<file path="src/rtl/pipe_pkg.sv">
// ---------------------------------------------------------------------------
// pipe_pkg - shared types for the fetch sequencer and its branch target buffer.
//   pc_t        : program-counter word (PC_W bits)
//   btb_entry_t : one BTB line {valid, tag, target, ctr}
//   CTR_*       : 2-bit saturating counter encodings used at reset/allocate
//   ctr_inc/dec : saturating counter helpers
// Modules may be built with a PC width up to PC_W; narrower widths are
// zero-extended into the struct fields.
// ---------------------------------------------------------------------------
package pipe_pkg;

    localparam int PC_W = 6;

    typedef logic [PC_W-1:0] pc_t;

    localparam logic [1:0] CTR_WEAK_NT = 2'b01;
    localparam logic [1:0] CTR_WEAK_T  = 2'b10;

    typedef struct packed {
        logic       valid;
        pc_t        tag;
        pc_t        target;
        logic [1:0] ctr;
    } btb_entry_t;

    localparam btb_entry_t BTB_ENTRY_RESET = '{
        valid:  1'b0,
        tag:    '0,
        target: '0,
        ctr:    CTR_WEAK_NT
    };

    function automatic logic [1:0] ctr_inc(input logic [1:0] c);
        return (c == 2'b11) ? c : c + 2'b01;
    endfunction

    function automatic logic [1:0] ctr_dec(input logic [1:0] c);
        return (c == 2'b00) ? c : c - 2'b01;
    endfunction

endpackage

</file>
<file path="src/rtl/fetch_sequencer_if.sv">
// ---------------------------------------------------------------------------
// fetch_sequencer_if - hazard/EX inputs and IF outputs of the fetch sequencer.
//   master : hazard unit / EX stage side (drives stall and resolved branch)
//   slave  : fetch_sequencer side (drives imem_addr, IF prediction, flush, done)
// ---------------------------------------------------------------------------
interface fetch_sequencer_if #(
    parameter int PC_WIDTH   = 6,
    parameter int IMEM_DEPTH = 32
);
    localparam int AW = $clog2(IMEM_DEPTH);

    logic                stall;
    logic                ex_branch_valid;
    logic [PC_WIDTH-1:0] ex_pc;
    logic                ex_taken;
    logic [PC_WIDTH-1:0] ex_target;
    logic                ex_pred_taken;
    logic [PC_WIDTH-1:0] ex_pred_target;

    logic [AW-1:0]       imem_addr;
    logic [PC_WIDTH-1:0] if_pc;
    logic                if_pred_taken;
    logic [PC_WIDTH-1:0] if_pred_target;
    logic                flush;
    logic                done;

    modport master (
        output stall, ex_branch_valid, ex_pc, ex_taken, ex_target,
               ex_pred_taken, ex_pred_target,
        input  imem_addr, if_pc, if_pred_taken, if_pred_target, flush, done
    );

    modport slave (
        input  stall, ex_branch_valid, ex_pc, ex_taken, ex_target,
               ex_pred_taken, ex_pred_target,
        output imem_addr, if_pc, if_pred_taken, if_pred_target, flush, done
    );

endinterface

</file>
<file path="src/rtl/btb.sv">
// ---------------------------------------------------------------------------
// btb - direct-mapped branch target buffer with 2-bit saturating counters.
//   clk, rst_n   : clock / async active-low reset (clears all entries)
//   rd_pc        : lookup address (combinational port)
//   rd_hit       : valid entry with matching tag
//   rd_ctr       : counter of the indexed entry
//   rd_target    : stored target of the indexed entry
//   wr_en        : resolved branch update this cycle
//   wr_pc        : PC of the resolved branch
//   wr_taken     : resolved outcome
//   wr_target    : resolved target
// The read port always returns the pre-edge contents, so a lookup of the line
// being written in the same cycle sees the old entry.
// ---------------------------------------------------------------------------
module btb
    import pipe_pkg::*;
#(
    parameter int BTB_ENTRIES = 4,
    parameter int PC_WIDTH    = 6
) (
    input  logic                clk,
    input  logic                rst_n,
    input  logic [PC_WIDTH-1:0] rd_pc,
    output logic                rd_hit,
    output logic [1:0]          rd_ctr,
    output logic [PC_WIDTH-1:0] rd_target,
    input  logic                wr_en,
    input  logic [PC_WIDTH-1:0] wr_pc,
    input  logic                wr_taken,
    input  logic [PC_WIDTH-1:0] wr_target
);

    localparam int IDX = $clog2(BTB_ENTRIES);

    btb_entry_t [BTB_ENTRIES-1:0] entry_q;
    btb_entry_t [BTB_ENTRIES-1:0] entry_d;

    logic [IDX-1:0] rd_idx;
    logic [IDX-1:0] wr_idx;
    pc_t            rd_tag;
    pc_t            wr_tag;
    btb_entry_t     rd_entry;
    btb_entry_t     wr_entry;
    logic           wr_hit;

    // Tag is the PC with the index bits shifted out.
    assign rd_idx   = rd_pc[IDX-1:0];
    assign rd_tag   = pc_t'(rd_pc >> IDX);
    assign rd_entry = entry_q[rd_idx];

    assign rd_hit    = rd_entry.valid && (rd_entry.tag == rd_tag);
    assign rd_ctr    = rd_entry.ctr;
    assign rd_target = PC_WIDTH'(rd_entry.target);

    assign wr_idx   = wr_pc[IDX-1:0];
    assign wr_tag   = pc_t'(wr_pc >> IDX);
    assign wr_entry = entry_q[wr_idx];
    assign wr_hit   = wr_entry.valid && (wr_entry.tag == wr_tag);

    always_comb begin
        entry_d = entry_q;
        if (wr_en) begin
            if (wr_taken) begin
                if (wr_hit) begin
                    entry_d[wr_idx].ctr    = ctr_inc(wr_entry.ctr);
                    entry_d[wr_idx].target = pc_t'(wr_target);
                end else begin
                    // Allocation overwrites whatever aliased into this line.
                    entry_d[wr_idx] = '{
                        valid:  1'b1,
                        tag:    wr_tag,
                        target: pc_t'(wr_target),
                        ctr:    CTR_WEAK_T
                    };
                end
            end else if (wr_hit) begin
                // Not-taken only weakens a known branch; misses are left alone.
                entry_d[wr_idx].ctr = ctr_dec(wr_entry.ctr);
            end
        end
    end

    always_ff @(posedge clk or negedge rst_n) begin
        if (!rst_n) begin
            entry_q <= {BTB_ENTRIES{BTB_ENTRY_RESET}};
        end else begin
            entry_q <= entry_d;
        end
    end

endmodule

</file>
<file path="src/rtl/fetch_sequencer.sv">
// ---------------------------------------------------------------------------
// fetch_sequencer - PC register, next-PC selection and halt detection for
// the 5-stage pipeline, with IF-stage branch prediction from a BTB.
//   clk, rst_n : clock / async active-low reset
//   bus.slave  : stall and EX branch resolution in; imem_addr, if_pc,
//                if_pred_taken/target, flush and done out
// Next-PC priority: EX mispredict redirect > stall hold > predicted taken
// target > sequential pc+1. PC arithmetic wraps silently.
// ---------------------------------------------------------------------------
module fetch_sequencer
    import pipe_pkg::*;
#(
    parameter int PC_WIDTH    = 6,
    parameter int IMEM_DEPTH  = 32,
    parameter int BTB_ENTRIES = 4,
    parameter int BTB_EN      = 1
) (
    input  logic            clk,
    input  logic            rst_n,
    fetch_sequencer_if.slave bus
);

    localparam int AW = $clog2(IMEM_DEPTH);

    logic [PC_WIDTH-1:0] pc_q, pc_d;
    logic                done_q, done_d;

    logic                btb_hit;
    logic [1:0]          btb_ctr;
    logic [PC_WIDTH-1:0] btb_target;

    logic                pred_taken;
    logic [PC_WIDTH-1:0] pred_target;
    logic [PC_WIDTH-1:0] pc_inc;
    logic [PC_WIDTH-1:0] fix_pc;
    logic                mispredict;

    btb #(
        .BTB_ENTRIES (BTB_ENTRIES),
        .PC_WIDTH    (PC_WIDTH)
    ) u_btb (
        .clk       (clk),
        .rst_n     (rst_n),
        .rd_pc     (pc_q),
        .rd_hit    (btb_hit),
        .rd_ctr    (btb_ctr),
        .rd_target (btb_target),
        .wr_en     ((BTB_EN != 0) && bus.ex_branch_valid),
        .wr_pc     (bus.ex_pc),
        .wr_taken  (bus.ex_taken),
        .wr_target (bus.ex_target)
    );

    assign pc_inc      = pc_q + PC_WIDTH'(1);
    assign pred_taken  = (BTB_EN != 0) && btb_hit && (btb_ctr >= 2'd2);
    assign pred_target = btb_hit ? btb_target : pc_inc;

    // A taken branch is also wrong when it went somewhere other than predicted.
    // EX inputs are meaningless while in reset, so the compare is gated off.
    assign mispredict = rst_n && bus.ex_branch_valid &&
                        ((bus.ex_taken != bus.ex_pred_taken) ||
                         (bus.ex_taken && (bus.ex_target != bus.ex_pred_target)));

    assign fix_pc = bus.ex_taken ? bus.ex_target : bus.ex_pc + PC_WIDTH'(1);

    always_comb begin
        pc_d = pc_inc;
        if (mispredict) begin
            pc_d = fix_pc;
        end else if (bus.stall) begin
            pc_d = pc_q;
        end else if (pred_taken) begin
            pc_d = pred_target;
        end
        // Looks at the current PC, so done lags the PC by one cycle.
        done_d = (32'(pc_q) >= 32'(IMEM_DEPTH));
    end

    always_ff @(posedge clk or negedge rst_n) begin
        if (!rst_n) begin
            pc_q   <= '0;
            done_q <= 1'b0;
        end else begin
            pc_q   <= pc_d;
            done_q <= done_d;
        end
    end

    assign bus.imem_addr      = pc_q[AW-1:0];
    assign bus.if_pc          = pc_q;
    assign bus.if_pred_taken  = pred_taken;
    assign bus.if_pred_target = pred_target;
    assign bus.flush          = mispredict;
    assign bus.done           = done_q;

endmodule

</file>
<file path="src/flat_wrapper.sv">
// flat-port wrapper written by rule: the top's interface ports become plain ports
module fetch_sequencer_flat import pipe_pkg::*;
#(
    parameter int PC_WIDTH    = 6,
    parameter int IMEM_DEPTH  = 32,
    parameter int BTB_ENTRIES = 4,
    parameter int BTB_EN      = 1
)
  (clk, rst_n, bus_stall, bus_ex_branch_valid, bus_ex_pc, bus_ex_taken, bus_ex_target, bus_ex_pred_taken, bus_ex_pred_target, bus_imem_addr, bus_if_pc, bus_if_pred_taken, bus_if_pred_target, bus_flush, bus_done);
  fetch_sequencer_if #(.PC_WIDTH(PC_WIDTH), .IMEM_DEPTH(IMEM_DEPTH)) bus_i ();
  input  logic clk;
  input  logic rst_n;
  input wire logic [$bits(bus_i.stall)-1:0] bus_stall;
  input wire logic [$bits(bus_i.ex_branch_valid)-1:0] bus_ex_branch_valid;
  input wire logic [$bits(bus_i.ex_pc)-1:0] bus_ex_pc;
  input wire logic [$bits(bus_i.ex_taken)-1:0] bus_ex_taken;
  input wire logic [$bits(bus_i.ex_target)-1:0] bus_ex_target;
  input wire logic [$bits(bus_i.ex_pred_taken)-1:0] bus_ex_pred_taken;
  input wire logic [$bits(bus_i.ex_pred_target)-1:0] bus_ex_pred_target;
  output wire logic [$bits(bus_i.imem_addr)-1:0] bus_imem_addr;
  output wire logic [$bits(bus_i.if_pc)-1:0] bus_if_pc;
  output wire logic [$bits(bus_i.if_pred_taken)-1:0] bus_if_pred_taken;
  output wire logic [$bits(bus_i.if_pred_target)-1:0] bus_if_pred_target;
  output wire logic [$bits(bus_i.flush)-1:0] bus_flush;
  output wire logic [$bits(bus_i.done)-1:0] bus_done;
  assign bus_i.stall = bus_stall;
  assign bus_i.ex_branch_valid = bus_ex_branch_valid;
  assign bus_i.ex_pc = bus_ex_pc;
  assign bus_i.ex_taken = bus_ex_taken;
  assign bus_i.ex_target = bus_ex_target;
  assign bus_i.ex_pred_taken = bus_ex_pred_taken;
  assign bus_i.ex_pred_target = bus_ex_pred_target;
  assign bus_imem_addr = bus_i.imem_addr;
  assign bus_if_pc = bus_i.if_pc;
  assign bus_if_pred_taken = bus_i.if_pred_taken;
  assign bus_if_pred_target = bus_i.if_pred_target;
  assign bus_flush = bus_i.flush;
  assign bus_done = bus_i.done;
  fetch_sequencer #(.PC_WIDTH(PC_WIDTH), .IMEM_DEPTH(IMEM_DEPTH), .BTB_ENTRIES(BTB_ENTRIES), .BTB_EN(BTB_EN)) u_core (.clk(clk), .rst_n(rst_n), .bus(bus_i));
endmodule
</file>
<file path="config.mk">
export PLATFORM = sky130hd
export DESIGN_NAME = fetch_sequencer_flat
export DESIGN_NICKNAME = d
export VERILOG_FILES = /design/src/rtl/pipe_pkg.sv /design/src/rtl/fetch_sequencer_if.sv /design/src/rtl/btb.sv /design/src/rtl/fetch_sequencer.sv /design/src/flat_wrapper.sv
export SDC_FILE = /design/constraint.sdc
export NUM_CORES = 1
export LEC_CHECK = 0
export CAP_MARGIN = 10
export CORE_AREA = 2 2 119 121
export DETAILED_ROUTE_END_ITERATION = 16
export DIE_AREA = 0 0 121 123
export PLACE_DENSITY = 0.48
export SYNTH_ARGS = -nofsm -noshare
export SYNTH_HDL_FRONTEND = slang
export SYNTH_SLANG_ARGS = --single-unit
export TNS_END_PERCENT = 20
</file>
<file path="constraint.sdc">
create_clock -name clk -period 5.9 [get_ports clk]
set_clock_uncertainty 0.15 [all_clocks]
set_input_delay 1.18 -clock clk [delete_from_list [all_inputs] [get_ports clk]]
set_output_delay 1.18 -clock clk [all_outputs]
set_load 0.01 [all_outputs]
</file>
# Word-level counts from Yosys, hierarchy flattened
# Cells that the tools add are included.
# Widths: inputs -> output; s select.
[word_totals]
regBits = 67
out_inout_bits = 20
wordCells = 68
inputBits = 24
[op_classes]
eq_ne = 6
n_mux = 24
n_reduce_logical = 11
n_lt_le_gt_ge = 5
add_sub_neg = 4
[op_table]
columns = ["operator", "count"]
rows = [
  ["$bwmux 60", 4],
  ["$mux 60", 3],
  ["$demux 15 s2", 3],
  ["$bmux 15 s2", 2],
  ["$mux 15", 3],
  ["$mux 6", 5],
  ["$add 6x1->6 const B", 2],
  ["$eq 6x4->1", 2],
  ["$mux 8", 1],
  ["$logic_and 1x1->1", 7],
  ["$ge 6x6->1 const B", 1],
  ["$lt 2x3->1 const B", 2],
  ["$mux 2", 3],
  ["$ne 6x6->1", 1],
  ["$add 2x1->2 const B", 1],
  ["$eq 2x2->1 const B", 1],
  ["$ge 2x1->1 const B", 1],
  ["$ge 2x2->1 const B", 1],
  ["$logic_not 2->1", 1],
  ["$ne 2x1->1 const B", 1],
  ["$reduce_and 2->1", 1],
  ["$reduce_bool 2->1", 1],
  ["$sub 2x1->2 const B", 1],
  ["$logic_or 1x1->1", 1],
  ["$ne 1x1->1", 1],
]

# Depth between registers and ports, before layout
[logic_depth]
word_depth = 8
mapped_depth = 9
mapped_depth_nobuf = 6

# Cells and area by module
# From an unflattened synthesis, not the netlist that was laid out.
[unflattened]
hier_cells = 284
hier_area_um2 = 3522.1
[by_module_without_submodules]
columns = ["mod", "seq_area_each_um2", "cells_per_inst", "n_inst", "area_each_um2"]
rows = [
  ["btb", 1306.3, 182, 1, 2657.5],
  ["fetch_sequencer", 175.2, 102, 1, 864.6],
]

# Worst setup path after synthesis
# No wires, ideal clock.
[synth_path]
path_type = "input to output"
from = "input bus_ex_taken"
to = "output bus_flush"
cell_stages = 4
path_buffers = 2
required_ps = 4570
arrival_time_ps = 2246
setup_slack_ps = 2324
path_cell_list = "clkbuf_1 -> o211ai_1 -> a21oi_1 -> clkbuf_1"
[synth_between]
elab_chain_len = 3
elab_cells_between_ends = 4
classes_between = "eq/ne: 1; reduce/logical: 3"
[synth_lines]
columns = ["item", "line_no", "source"]
rows = [
  ["start: declaration", "flat_wrapper.sv:16", "input wire logic [$bits(bus_i.ex_taken)-1:0] bus_ex_taken;"],
  ["$ne 1x1->1 / $logic_and 1x1->1 (equally long branches)", "fetch_sequencer.sv:61, fetch_sequencer.sv:62", ""],
  ["$logic_or 1x1->1 *", "fetch_sequencer.sv:61", "((bus.ex_taken != bus.ex_pred_taken) ||"],
  ["$logic_and 1x1->1 *", "fetch_sequencer.sv:60", "assign mispredict = rst_n && bus.ex_branch_valid &&"],
  ["end: declaration", "flat_wrapper.sv:24", "output wire logic [$bits(bus_i.flush)-1:0] bus_flush;"],
]
# Every way passes the cells marked *; elsewhere a longest branch is shown, timed or not.

# Worst setup path in the final report
[layout_path]
from = "register u_core.pc_q[0] (netlist: u_core.bus.if_pc[0])"
to = "output bus_if_pred_target[4]"
[layout_between]
elab_chain_len = 5
elab_cells_between_ends = 6
classes_between = "add/sub: 1; eq/ne: 1; mux: 3; reduce/logical: 1"
[layout_lines]
columns = ["item", "line_no", "source"]
rows = [
  ["start: declaration", "fetch_sequencer.sv:25", "logic [PC_WIDTH-1:0] pc_q, pc_d;"],
  ["start signal: assignment", "fetch_sequencer.sv:84", "pc_q <= pc_d;"],
  ["$bmux 15 s2", "btb.sv:49", "assign rd_entry = entry_q[rd_idx];"],
  ["$mux 15 (not written as such)", "btb.sv:49", ""],
  ["$eq 6x4->1", "btb.sv:51", "assign rd_hit = rd_entry.valid && (rd_entry.tag == rd_tag);"],
  ["$logic_and 1x1->1", "btb.sv:51", ""],
  ["$mux 6 *", "fetch_sequencer.sv:56", "assign pred_target = btb_hit ? btb_target : pc_inc;"],
  ["end: declaration", "flat_wrapper.sv:23", "output wire logic [$bits(bus_i.if_pred_target)-1:0] bus_if_pred_target;"],
]
# Every way passes the cells marked *; elsewhere a longest branch is shown, timed or not. The select of a mux whose other input is x is not followed.

==> impl_metrics.py <==
metrics = {
    "synthesis": {
        "synth_area_leader_cell": "dfrtp_1",
        "synth_top_cells_by_area": "dfrtp_1 (38%), mux2_2 (16%), mux4_2 (6.9%)",
        "yosys_warnings": 0,
        "synth-seq-cells": 59,
        "synth_top_area_frac": 0.3834,
        "synth_edf_count": 0,
        "ys_types": 42,
        "postSynthAreaPerCell_um2": 12.38,
        "synth_top_flop_cell": "dfrtp_1",
        "syn_area_mm2": 0.003590,
        "ys_seq_area_frac": 0.4127,
        "synth_cells": 290,
        "postSynthNetCount": 321,
        "synth-async-reset-ratio": 1.000,
    },
    "route": {
        "routedWlPerCell_um": 18.06,
        "wl_mm": 9.265,
        "antenna_left": 0,
        "drtIter0Drc": 165,
        "vias": 2399,
        "drt-pass1-iter-count": 4,
        "drc_errors": 0,
        "viasPerCell": 4.676,
    },
    "timing": {
        "setup_viol": 0,
        "max_freq_mhz": 218.4,
        "rsz0062_at_grt": "false",
        "post-route-period-util": 0.7760,
        "period_needed_ns": 4.578,
        "maxSlewHeadroom": 0.4120,
        "holdWs_ns": 0.3466,
        "setup_tns_ns": 0,
        "worst_slew_pin_slew_ns": 0.8792,
        "final_max_slew_viol_count": 0,
        "finalHoldViolCount": 0,
        "setup_slack_ns": 1.322,
    },
    "floorplanning": {
        "die_w_um": 121,
        "core_area_mm2": 0.01361,
        "io-pin-count": 44,
        "die_height_um": 123,
        "initial_core_util": 0.2637,
        "die_area_mm2": 0.01488,
        "rows": 43,
    },
    "clock_network": {
        "cts_resized": 0,
        "clk_pin_slew_ns": 0.05,
        "cts_made_buffers": 9,
        "root_buffer": "clkbuf_16",
        "clock-sinks": 59,
        "cts_tree": "yes",
        "cts_setup_buffers": 0,
        "cts_buffer_depth": 2,
        "clk_latency_ns": 0.33,
        "htreeDepth": 3,
        "cts_hold_buf": 0,
    },
    "global_route": {
        "antenna_found_initial": 0,
        "grt.overflow.total": 0,
        "grt_pass1_wl_mm": 14.86,
        "grt.total_usage": 0.1340,
        "grt_max_degree": 60,
        "grt_pass1_vias": 2586,
    },
    "setup_path": {
        "path_cells": "mux4_1 > xor2_1 > nor2_1 > nand3_1 > mux2_2 > clkdlybuf4s50_1",
        "critPathLaunchType": "flip-flop",
        "critPathMaxFanout": 12,
        "rrSetupSlack_ns": 2.92,
        "cp_top_family": "multiplexers",
        "crit_slowest_cell": "dfrtp_1",
        "r2r_end": "u_core.bus.if_pc[0]",
        "cp_num_cells": 6,
        "crit-reg2reg-launch": "u_core.bus.if_pc[0]",
        "critical_path_class": "flip-flop to primary output",
        "crit_required_ns": 4.57,
        "cp.arrival_ns": 3.25,
        "critPathBufInv": 1,
        "ff2ff_path_depth": 6,
        "cpPeakStageDelay_ns": 0.76,
        "worst_setup_path_end_kind": "primary output",
    },
    "place": {
        "dp_hpwl_mm": 6.727,
        "io_buffers": 43,
        "place_congestion": 0.7465,
        "dpl_cell_area_mm2": 0.004148,
        "place_ws_ns": 1.460,
    },
    "outcome": {
        "outcome": "completed",
    },
    "final_layout": {
        "num_antenna_cells": 0,
        "final_util": 0.3271,
        "drive_gt1_frac": 0.2943,
        "final_area_mm2": 0.004452,
        "fin_nets": 359,
        "area_growth_syn_to_layout_pct": 24.02,
    },
    "min_path": {
        "hold_depth": 1,
        "hold_path_end": "u_core.u_btb.entry_q[44]",
        "hp-start": "u_core.u_btb.entry_q[44]",
        "hp-class": "flip-flop to flip-flop",
    },
    "power_and_ir_drop": {
        "power.density_mw_per_mm2": 454.1,
        "leakage_nw": 1.775,
        "vdd.ir_drop.worst_v": 0.0001367,
    },
    "job": {
        "maxCapViolCount": 0,
    },
}
## cell usage after synthesis (2+ instances only)
library cell  count
buf_2             2
nand2_1          17
nand2b_1          8
nand3_1          10
o31ai_1           5
inv_1            13
o221a_1           5
mux4_2           11
nor2_1            2
o221ai_1          4
nor2b_1           2
dfstp_2           4
nor3_1            6
mux2_2           50
o21bai_1          4
mux2i_1          19
xor2_1           13
or2_2             2
xnor2_1           9
buf_4             5
dfrtp_1          55
buf_6             4
xnor2_2           3
clkbuf_1          9
mux4_1            2
ha_1              7
o21ai_0           3
o211ai_1          2
## state kept, by name (all words and copies together) (netlist names)
register,cells
u_core.bus.done,1
u_core.u_btb.entry_q,52
u_core.bus.if_pc,6
## logic make-up after synthesis
group,after synthesis,share of synthesized area
AO/OA/AOI/OAI,29,0.06901
XOR/XNOR,25,0.06727
adder cells (fa/ha/maj),7,0.02440
buffers and inverters,34,0.04984
flip-flops,59,0.4127
multiplexers,83,0.2977
AND/OR/NAND/NOR,53,0.07913
## worst max path at each step
stage | from | end
final | u_core.bus.if_pc[0] | bus_if_pred_target[4]
after global placement | bus_ex_target[3] | bus_flush
after global routing | u_core.bus.if_pc[0] | bus_if_pred_target[2]
after CTS | u_core.bus.if_pc[0] | bus_if_pred_target[4]
after detailed placement | bus_ex_target[3] | bus_flush
after floorplan | bus_ex_taken | bus_flush
## area by class of cell
type	instances	area, µm²
Multi-Input combinational cell	197	1929
Clock inverter	7	78.83
Clock buffer	9	225.2
Timing Repair Buffer	48	462.9
Tap cell	180	225.2
Fill cell	1362	9160
Inverter	13	48.80
Sequential cell	59	1481
## through the flow
| step | total power [mW] | instances |
|---|---|---|
| after floorplan | 1.198 | 290 |
| after global placement | 1.508 | 497 |
| after detailed placement | 1.515 | 497 |
| after CTS | 2.057 | 513 |
| after global routing | 2.159 | 513 |
| final | 2.022 | 513 |
## metal layers
layer | vias to the layer above | share of wire | global-route usage
met5 | - | 0 | 0
met3 | 10 | 0.026 | 0.02537
met4 | 0 | 0.012 | 0.03924
li1 | 1129 | - | -
met2 | 39 | 0.51 | 0.2282
met1 | 1221 | 0.45 | 0.1735
## worst register-to-register path: cells and delay by family (launching register included)
family | cells | cell delay [ns]
xor+xnor | 1 | 0.19
mux | 2 | 1.05
flops | 1 | 0.76
simple gates | 3 | 0.72
## report_power, final
part | switching, mW | total (mW) | internal (mW)
registers | 0.125 | 0.640 | 0.516
logic | 0.363 | 0.853 | 0.490
clock network | 0.200 | 0.528 | 0.328
## cell usage in the layout, fill, tap and decap left out, types with 3 or more instances in the layout
cell	synthesis	final
buf_4	5	5
clkbuf_16	0	9
clkdlybuf4s50_1	0	42
clkinv_4	0	3
clkinvlp_4	0	3
dfrtp_1	55	55
dfstp_2	4	4
ha_1	7	7
inv_1	13	13
mux2_2	50	50
mux2i_1	19	19
mux4_2	11	11
nand2_1	17	17
nand2b_1	8	8
nand3_1	10	10
nor3_1	6	6
o21ai_0	3	3
o21bai_1	4	4
o221a_1	5	5
o221ai_1	4	4
o31ai_1	5	5
xnor2_1	9	9
xnor2_2	3	3
xor2_1	13	13
Power figures use the tool's default switching activity.
